<file path="src/rtl/wave_seq_ctrl.sv">
// wave_seq_ctrl: steps LUT addresses for a waveform generator, playing
// a configured number of periods at a divided sample rate.
module wave_seq_ctrl #(
   parameter int LUT_SIZE  = 16,
   parameter int DIV_WIDTH = 8,
   parameter int CYC_WIDTH = 8
) (
   input  logic                        clk,
   input  logic                        rst_n,
   input  logic                        cfg_valid,
   output logic                        cfg_ready,
   input  logic [1:0]                  cfg_wave_sel,
   input  logic [DIV_WIDTH-1:0]        cfg_div,
   input  logic [CYC_WIDTH-1:0]        cfg_ncyc,
   input  logic                        stop,
   output logic [1:0]                  wave_sel,
   output logic [$clog2(LUT_SIZE)-1:0] lut_addr,
   output logic                        sample_stb,
   output logic                        busy,
   output logic                        done
);
   localparam int AW = $clog2(LUT_SIZE);
   localparam logic [AW-1:0] ADDR_LAST = AW'(LUT_SIZE - 1);

   typedef enum logic [1:0] {
      IDLE = 2'd0,
      RUN  = 2'd1,
      DONE = 2'd2
   } state_t;

   state_t state, state_n;
   logic [DIV_WIDTH-1:0] presc, presc_n, div_q;
   logic [CYC_WIDTH-1:0] pcnt, pcnt_n, ncyc_q;
   logic [AW-1:0] addr_n;
   logic accept, presc_end, addr_end, last_period;
   logic ready_n, busy_n, stb_n, done_n;

   assign accept = (state == IDLE) && cfg_valid && cfg_ready;
   assign presc_end = (presc == div_q);
   assign addr_end = (lut_addr == ADDR_LAST);
   assign last_period = (ncyc_q != '0) &&
                        (CYC_WIDTH'(pcnt + 1'b1) == ncyc_q);

   always_ff @(posedge clk or negedge rst_n) begin
      if (!rst_n) begin
         state      <= IDLE;
         presc      <= '0;
         pcnt       <= '0;
         div_q      <= '0;
         ncyc_q     <= '0;
         wave_sel   <= '0;
         lut_addr   <= '0;
         cfg_ready  <= 1'b0;
         busy       <= 1'b0;
         sample_stb <= 1'b0;
         done       <= 1'b0;
      end else begin
         state      <= state_n;
         presc      <= presc_n;
         pcnt       <= pcnt_n;
         lut_addr   <= addr_n;
         cfg_ready  <= ready_n;
         busy       <= busy_n;
         sample_stb <= stb_n;
         done       <= done_n;
         if (accept) begin
            wave_sel <= cfg_wave_sel;
            div_q    <= cfg_div;
            ncyc_q   <= cfg_ncyc;
         end
      end
   end

   // stop has priority over a final-period completion
   always_comb begin
      state_n = state;
      unique case (state)
         IDLE: if (accept) state_n = RUN;
         RUN: begin
            if (stop)
               state_n = IDLE;
            else if (presc_end && addr_end && last_period)
               state_n = DONE;
         end
         DONE:    state_n = IDLE;
         default: state_n = IDLE;
      endcase
   end

   always_comb begin
      presc_n = presc;
      pcnt_n  = pcnt;
      addr_n  = lut_addr;
      unique case (state)
         IDLE: begin
            if (accept) begin
               presc_n = '0;
               pcnt_n  = '0;
               addr_n  = '0;
            end
         end
         RUN: begin
            if (stop) begin
               presc_n = '0;
               pcnt_n  = '0;
               addr_n  = '0;
            end else if (presc_end) begin
               presc_n = '0;
               if (!addr_end) begin
                  addr_n = lut_addr + 1'b1;
               end else if (!last_period) begin
                  addr_n = '0;
                  if (pcnt != '1) pcnt_n = pcnt + 1'b1;
               end
            end else begin
               presc_n = presc + 1'b1;
            end
         end
         default: ;
      endcase
   end

   // outputs are registered from the upcoming state
   always_comb begin
      ready_n = (state_n == IDLE);
      busy_n  = (state_n == RUN);
      done_n  = (state_n == DONE);
      stb_n   = busy_n && (presc_n == '0);
   end

endmodule

</file>
<file path="config.mk">
export PLATFORM = sky130hd
export DESIGN_NAME = wave_seq_ctrl
export DESIGN_NICKNAME = d
export VERILOG_FILES = /design/src/rtl/wave_seq_ctrl.sv
export SDC_FILE = /design/constraint.sdc
export NUM_CORES = 1
export LEC_CHECK = 0
export CAP_MARGIN = 15
export CELL_PAD_IN_SITES_DETAIL_PLACEMENT = 0
export CELL_PAD_IN_SITES_GLOBAL_PLACEMENT = 1
export CORE_MARGIN = 1
export CORE_UTILIZATION = 39
export DETAILED_ROUTE_END_ITERATION = 6
export PLACE_DENSITY_LB_ADDON = 0.1
export SYNTH_ARGS = -nofsm -noshare
export SYNTH_HDL_FRONTEND = slang
export SYNTH_SLANG_ARGS = --single-unit
</file>
<file path="constraint.sdc">
create_clock -name clk -period 2.1 [get_ports clk]
set_input_delay 0.315 -clock clk [delete_from_list [all_inputs] [get_ports clk]]
set_output_delay 0.315 -clock clk [all_outputs]
set_load 0.02 [all_outputs]
</file>
Word level (Yosys, flattened, before mapping)
Cells that the tools add are included.
{ "word_totals": {"inputBits": 22, "reg_bits": 44, "word_cells": 61, "output_inout_bits": 10} }
{ "op_classes": {"add_sub_neg": 3, "n_reduce_logical": 13, "n_eq_ne": 13, "mux": 21} }
{ "ops": {"columns": ["operator", "count"], "rows": [
  ["8-bit 2-to-1 mux", 9],
  ["8-bit one-hot mux with 2 select lines", 2],
  ["4-bit 2-to-1 mux", 5],
  ["8-bit by 1-bit adder with 8-bit output, second input constant", 2],
  ["8-bit == test", 2],
  ["3-bit != test, second input constant", 4],
  ["8-bit zero test", 1],
  ["8-bit != test, second input constant", 1],
  ["4-bit one-hot mux with 2 select lines", 1],
  ["8-bit nonzero test", 1],
  ["1-bit logical AND", 6],
  ["2-bit 2-to-1 mux", 3],
  ["6-bit AND reduction", 1],
  ["4-bit by 1-bit adder with 4-bit output, second input constant", 1],
  ["2-bit by 1-bit == test with 1-bit output, second input constant", 2],
  ["4-bit == test, second input constant", 1],
  ["2-bit zero test", 2],
  ["4-bit != test, second input constant", 1],
  ["2-bit one-hot mux with 2 select lines", 1],
  ["4-bit AND reduction", 1],
  ["2-bit == test, second input constant", 1],
  ["2-bit != test, second input constant", 1],
  ["2-bit nonzero test", 1]
]} }

Depth between registers and ports, before layout
{ "depth": {"ltp_word": 9, "ltp_mapped": 8, "mapped_depth_nobuf": 7} }

Worst setup path before layout
No wires, ideal clock.
{ "synth_timing": {"kind": "register -> register", "from": "register pcnt[0]", "to": "register pcnt[5]", "arrival_ns": 2.135, "path_slack_ns": -0.135, "stages_incl_launch_ff": 8, "t_required_ns": 2.001, "cell_sequence": "dfrtp_1 ha_1 xnor3_1 nand3_1 nor4_4 o2111ai_2 and3_4 a311oi_1"} }
{ "synth_between": {"elab_chain_cells": 7, "elab_cells_between_ends": 13, "cone_classes": "add/sub (1); eq/ne (4); mux (6); reduce/logical (2)"} }
{ "synth_rtl": {"columns": ["item", "line", "text"], "rows": [
  ["from (decl)", "33", "logic [CYC_WIDTH-1:0] pcnt, pcnt_n, ncyc_q;"],
  ["from (signal assigned)", "60", "pcnt <= pcnt_n;"],
  ["8-bit by 1-bit adder with 8-bit output", "42, 113", null],
  ["8-bit 2-to-1 mux", "113", "if (pcnt != '1) pcnt_n = pcnt + 1'b1;"],
  ["8-bit 2-to-1 mux", "111", "end else if (!last_period) begin"],
  ["8-bit 2-to-1 mux", "109", "if (!addr_end) begin"],
  ["8-bit 2-to-1 mux", "107", "end else if (presc_end) begin"],
  ["8-bit 2-to-1 mux", "103", "if (stop) begin"],
  ["8-bit one-hot mux with 2 select lines", "94", "unique case (state)"]
]} }
Several ways; a longest one is shown, not always the timed one. The select of a mux whose other input is x is not followed.
A chain may end at the register's enable or synchronous reset.

Worst setup path after layout
{ "layout_timing": {"from": "register pcnt[0]", "to": "register pcnt[0]"} }
Same word-level chain as after synthesis.

==> flow_summary.ini <==
[status]
status = complete, but fails checks
failed_checks = setup timing

[power]
power.total_mw = 3.68
ir_drop_uv = 620
p_leak_nw = 1.48
powerDensity_nw_per_um2 = 1020

[detailed_routing]
routed_via_density = 5.49
firstDrtPassIters = 4
final_antenna_net_count = 0
wl_met1_mm = 2.99
wl_met3_um = 221
routed_wl_mm = 6.47
top_layer_used = met4
num_vias = 2272
routedWlPerCell_um = 15.6
wl_met2_mm = 3.11
drt_iter0_drc = 134
drc = 0

[clock_network]
clk_pin_slew_worst_paths_ns = 0.10
clock_latency_ns = 0.30
htreeDepth = 2
cts.sinks = 44
max-clock-path-buffers = 2
clockRootBuffer = clkbuf_8
cts_tree = built
cts_buffers = 5

[finish]
n_antenna_cell = 0
finalCoreUtilization_pct = 57.0
syn2layout_area_growth_pct = 41.3
nNetsFinal = 361
drive_above_1_share_pct = 36.2

[sta]
rsz0062_at_grt = true
min_period_over_period_pct = 101
max_freq_mhz = 470
max-slew-margin-rel_pct = 42.4
skew_ns = 0.0149
finalHoldViolCount = 0
worst_slack_ns = -0.0288
worst_pin_slew_ns = 0.864
drv_slew = 0
setup_viol = 6
finalCriticalPeriod_ns = 2.13

[setup_path]
startpoint_type = flop
cp_cell_sequence = ha_4 -> and3_4 -> nor3b_4 -> nor4_4 -> o2111ai_4 -> and3_4 -> buf_4 -> o22ai_1
timing.rr.start = pcnt[0]
critPathArrivalTime_ns = 2.35
end_kind = flop
crit_type = reg2reg
path_max_fanout = 5
cp_slowest_stage_delay_ns = 0.43
cp.required_ns = 2.32
worstReg2RegEnd = pcnt[0]
crit_top_cell = and3_4
reg2reg_depth = 8
cp_slowest_cell = dfrtp_2
reg2reg_slack_ns = -0.03

[global_routing]
grt_overflow = 0
grt_first_pass_wirelength_mm = 10.8
grt_max_degree = 37
antenna_found_initial = 0
track_usage_pct = 19.7
grt_pass1_vias = 2245

[floorplanning]
die_w_um = 82.8
fp.dieH_um = 82.8
ios = 32
dieArea_um2 = 6860
fp-row-count = 29
core_area_um2 = 6310
start_util_pct = 40.3

[place]
pre_cts_ws_ns = -0.121
gp_congestion = 0.882
portBuffers = 31
dp_hpwl_mm = 4.71

[yosys]
netlist_instances = 255
syn_nets = 280
yosys_register_bits = 44
synth.distinct_cells = 58
synth-main-ff-cell = dfrtp_1
ys_seq_area_share_pct = 43.2
syn_avg_cell_area_um2 = 9.99
async_flop_share_pct = 100
yosysWarnings = 0
synth-edff-count = 0
syn_area_um2 = 2550

[min_path]
holdCritPathClass = in2async

[run]
maxCapViolCount = 0
-- power by group --
| group | total [mW] | switching, mW | internal, mW |
|---|---|---|---|
| logic | 1.82 | 0.892 | 0.926 |
| registers | 1.29 | 0.191 | 1.10 |
| clock network | 0.578 | 0.311 | 0.267 |
| total | 3.68 | 1.39 | 2.29 |
-- metal layers --
layer,global-route usage [%],up-vias
li1,-,1110
met1,26.8,1103
met2,31.6,45
met3,3.38,14
met4,7.21,0
met5,0,-
-- logic make-up after synthesis --
| kind of cell | share of synthesized area, % |
|---|---|
| compound gates | 16.5 |
| fa+ha+maj | 1.47 |
| buf+inv | 2.55 |
| flops | 43.2 |
| mux | 8.30 |
| simple gates | 20.9 |
| xor+xnor | 7.08 |
-- Yosys cell counts, types with 2 or more instances --
master	number	share of area [%]
a21oi_1	9	1.8
and3_1	4	0.98
xnor2_1	8	2.8
a31oi_1	4	0.98
o2111ai_1	2	0.69
a21o_1	2	0.59
clkbuf_1	9	1.3
o21ai_0	16	3.1
dfrtp_1	44	43
nand4_1	5	1.2
or4_1	2	0.59
o31ai_1	2	0.59
a41o_1	2	0.79
mux2i_1	2	0.79
nand2b_1	4	0.98
nor2_1	14	2.1
o22ai_1	3	0.74
nand3_1	10	2.0
nand2_1	22	3.2
o22a_1	2	0.69
and2_1	2	0.49
nor4_1	3	0.74
mux2_2	17	7.5
xor2_1	10	3.4
ha_1	3	1.5
nor3_1	7	1.4
or3_1	4	0.98
or2_2	3	0.74
o2bb2ai_1	2	0.69
and3_2	3	0.88
inv_1	6	0.88
a221oi_1	2	0.69
a211oi_1	2	0.59
-- sequential cells by signal, summed over array words and instances, names as in the netlist --
name,cells
busy,1
cfg_ready,1
lut_addr,4
ncyc_q,8
state,2
done,1
wave_sel,2
sample_stb,1
div_q,8
pcnt,8
presc,8
-- worst max-delay path, delay by kind of cell (launching register included) --
family	cells	cell delay, ns
buffers and inverters	1	0.14
AO/OA/AOI/OAI	2	0.31
flip-flops	1	0.43
AND/OR/NAND/NOR	4	0.98
adder cells (fa/ha/maj)	1	0.18
-- placed cells by master, fill, tap and decap left out, drive strengths merged, types with 6 or more instances in the layout --
cell,Yosys,layout
nand2,23,23
mux2,17,17
inv,6,6
clkbuf,9,6
dfrtp,44,44
buf,2,55
nor3,7,7
xnor2,8,8
nand3,11,11
o21ai,16,16
xor2,10,10
a21oi,10,10
and3,8,8
clkdlybuf4s50,0,30
nor2,14,14
-- how the worst max path moves through the flow --
stage / start / endpoint / slack [ns] / cells past startpoint
finish: pcnt[0] / pcnt[0] / -0.03 / 8
global route: pcnt[1] / lut_addr[0] / -0.10 / 9
CTS: pcnt[1] / sample_stb / -0.04 / 7
detailed placement: div_q[7] / sample_stb / -0.12 / 6
global placement: div_q[7] / sample_stb / -0.1 / 6
floorplan: pcnt[0] / pcnt[5] / 0.02 / 7
-- area by class of cell --
type / count / area (um^2)
clock inverters: 2 / 15.0
fillers: 574 / 2720
flip-flops and latches: 44 / 1110
clock buffers: 6 / 82.6
inverters: 6 / 22.5
multi-input cells: 194 / 1540
well taps: 77 / 96.3
repair buffers: 85 / 731
-- stage by stage --
| stage | std cells | setup TNS, ns | hold WS (ns) | cell area (um^2) |
|---|---|---|---|---|
| 3_3_place_gp | 396 | -0.470 | 0.467 | 3280 |
| 3_5_place_dp | 396 | -0.435 | 0.481 | 3280 |
| 6_report | 414 | -0.0826 | 0.111 | 3600 |
| 5_1_grt | 414 | -0.732 | 0.170 | 3600 |
| 4_1_cts | 407 | -0.115 | 0.141 | 3450 |
| 2_1_floorplan | 255 | 0 | 0.0194 | 2570 |
-- repair_timing --
action                     CTS  global route
pin swaps                   11            13
hold buffers                 0             0
gates resized for setup     10            20
setup buffers                3             7
setup endpoints to repair   12            14
Power figures use the tool's default switching activity.
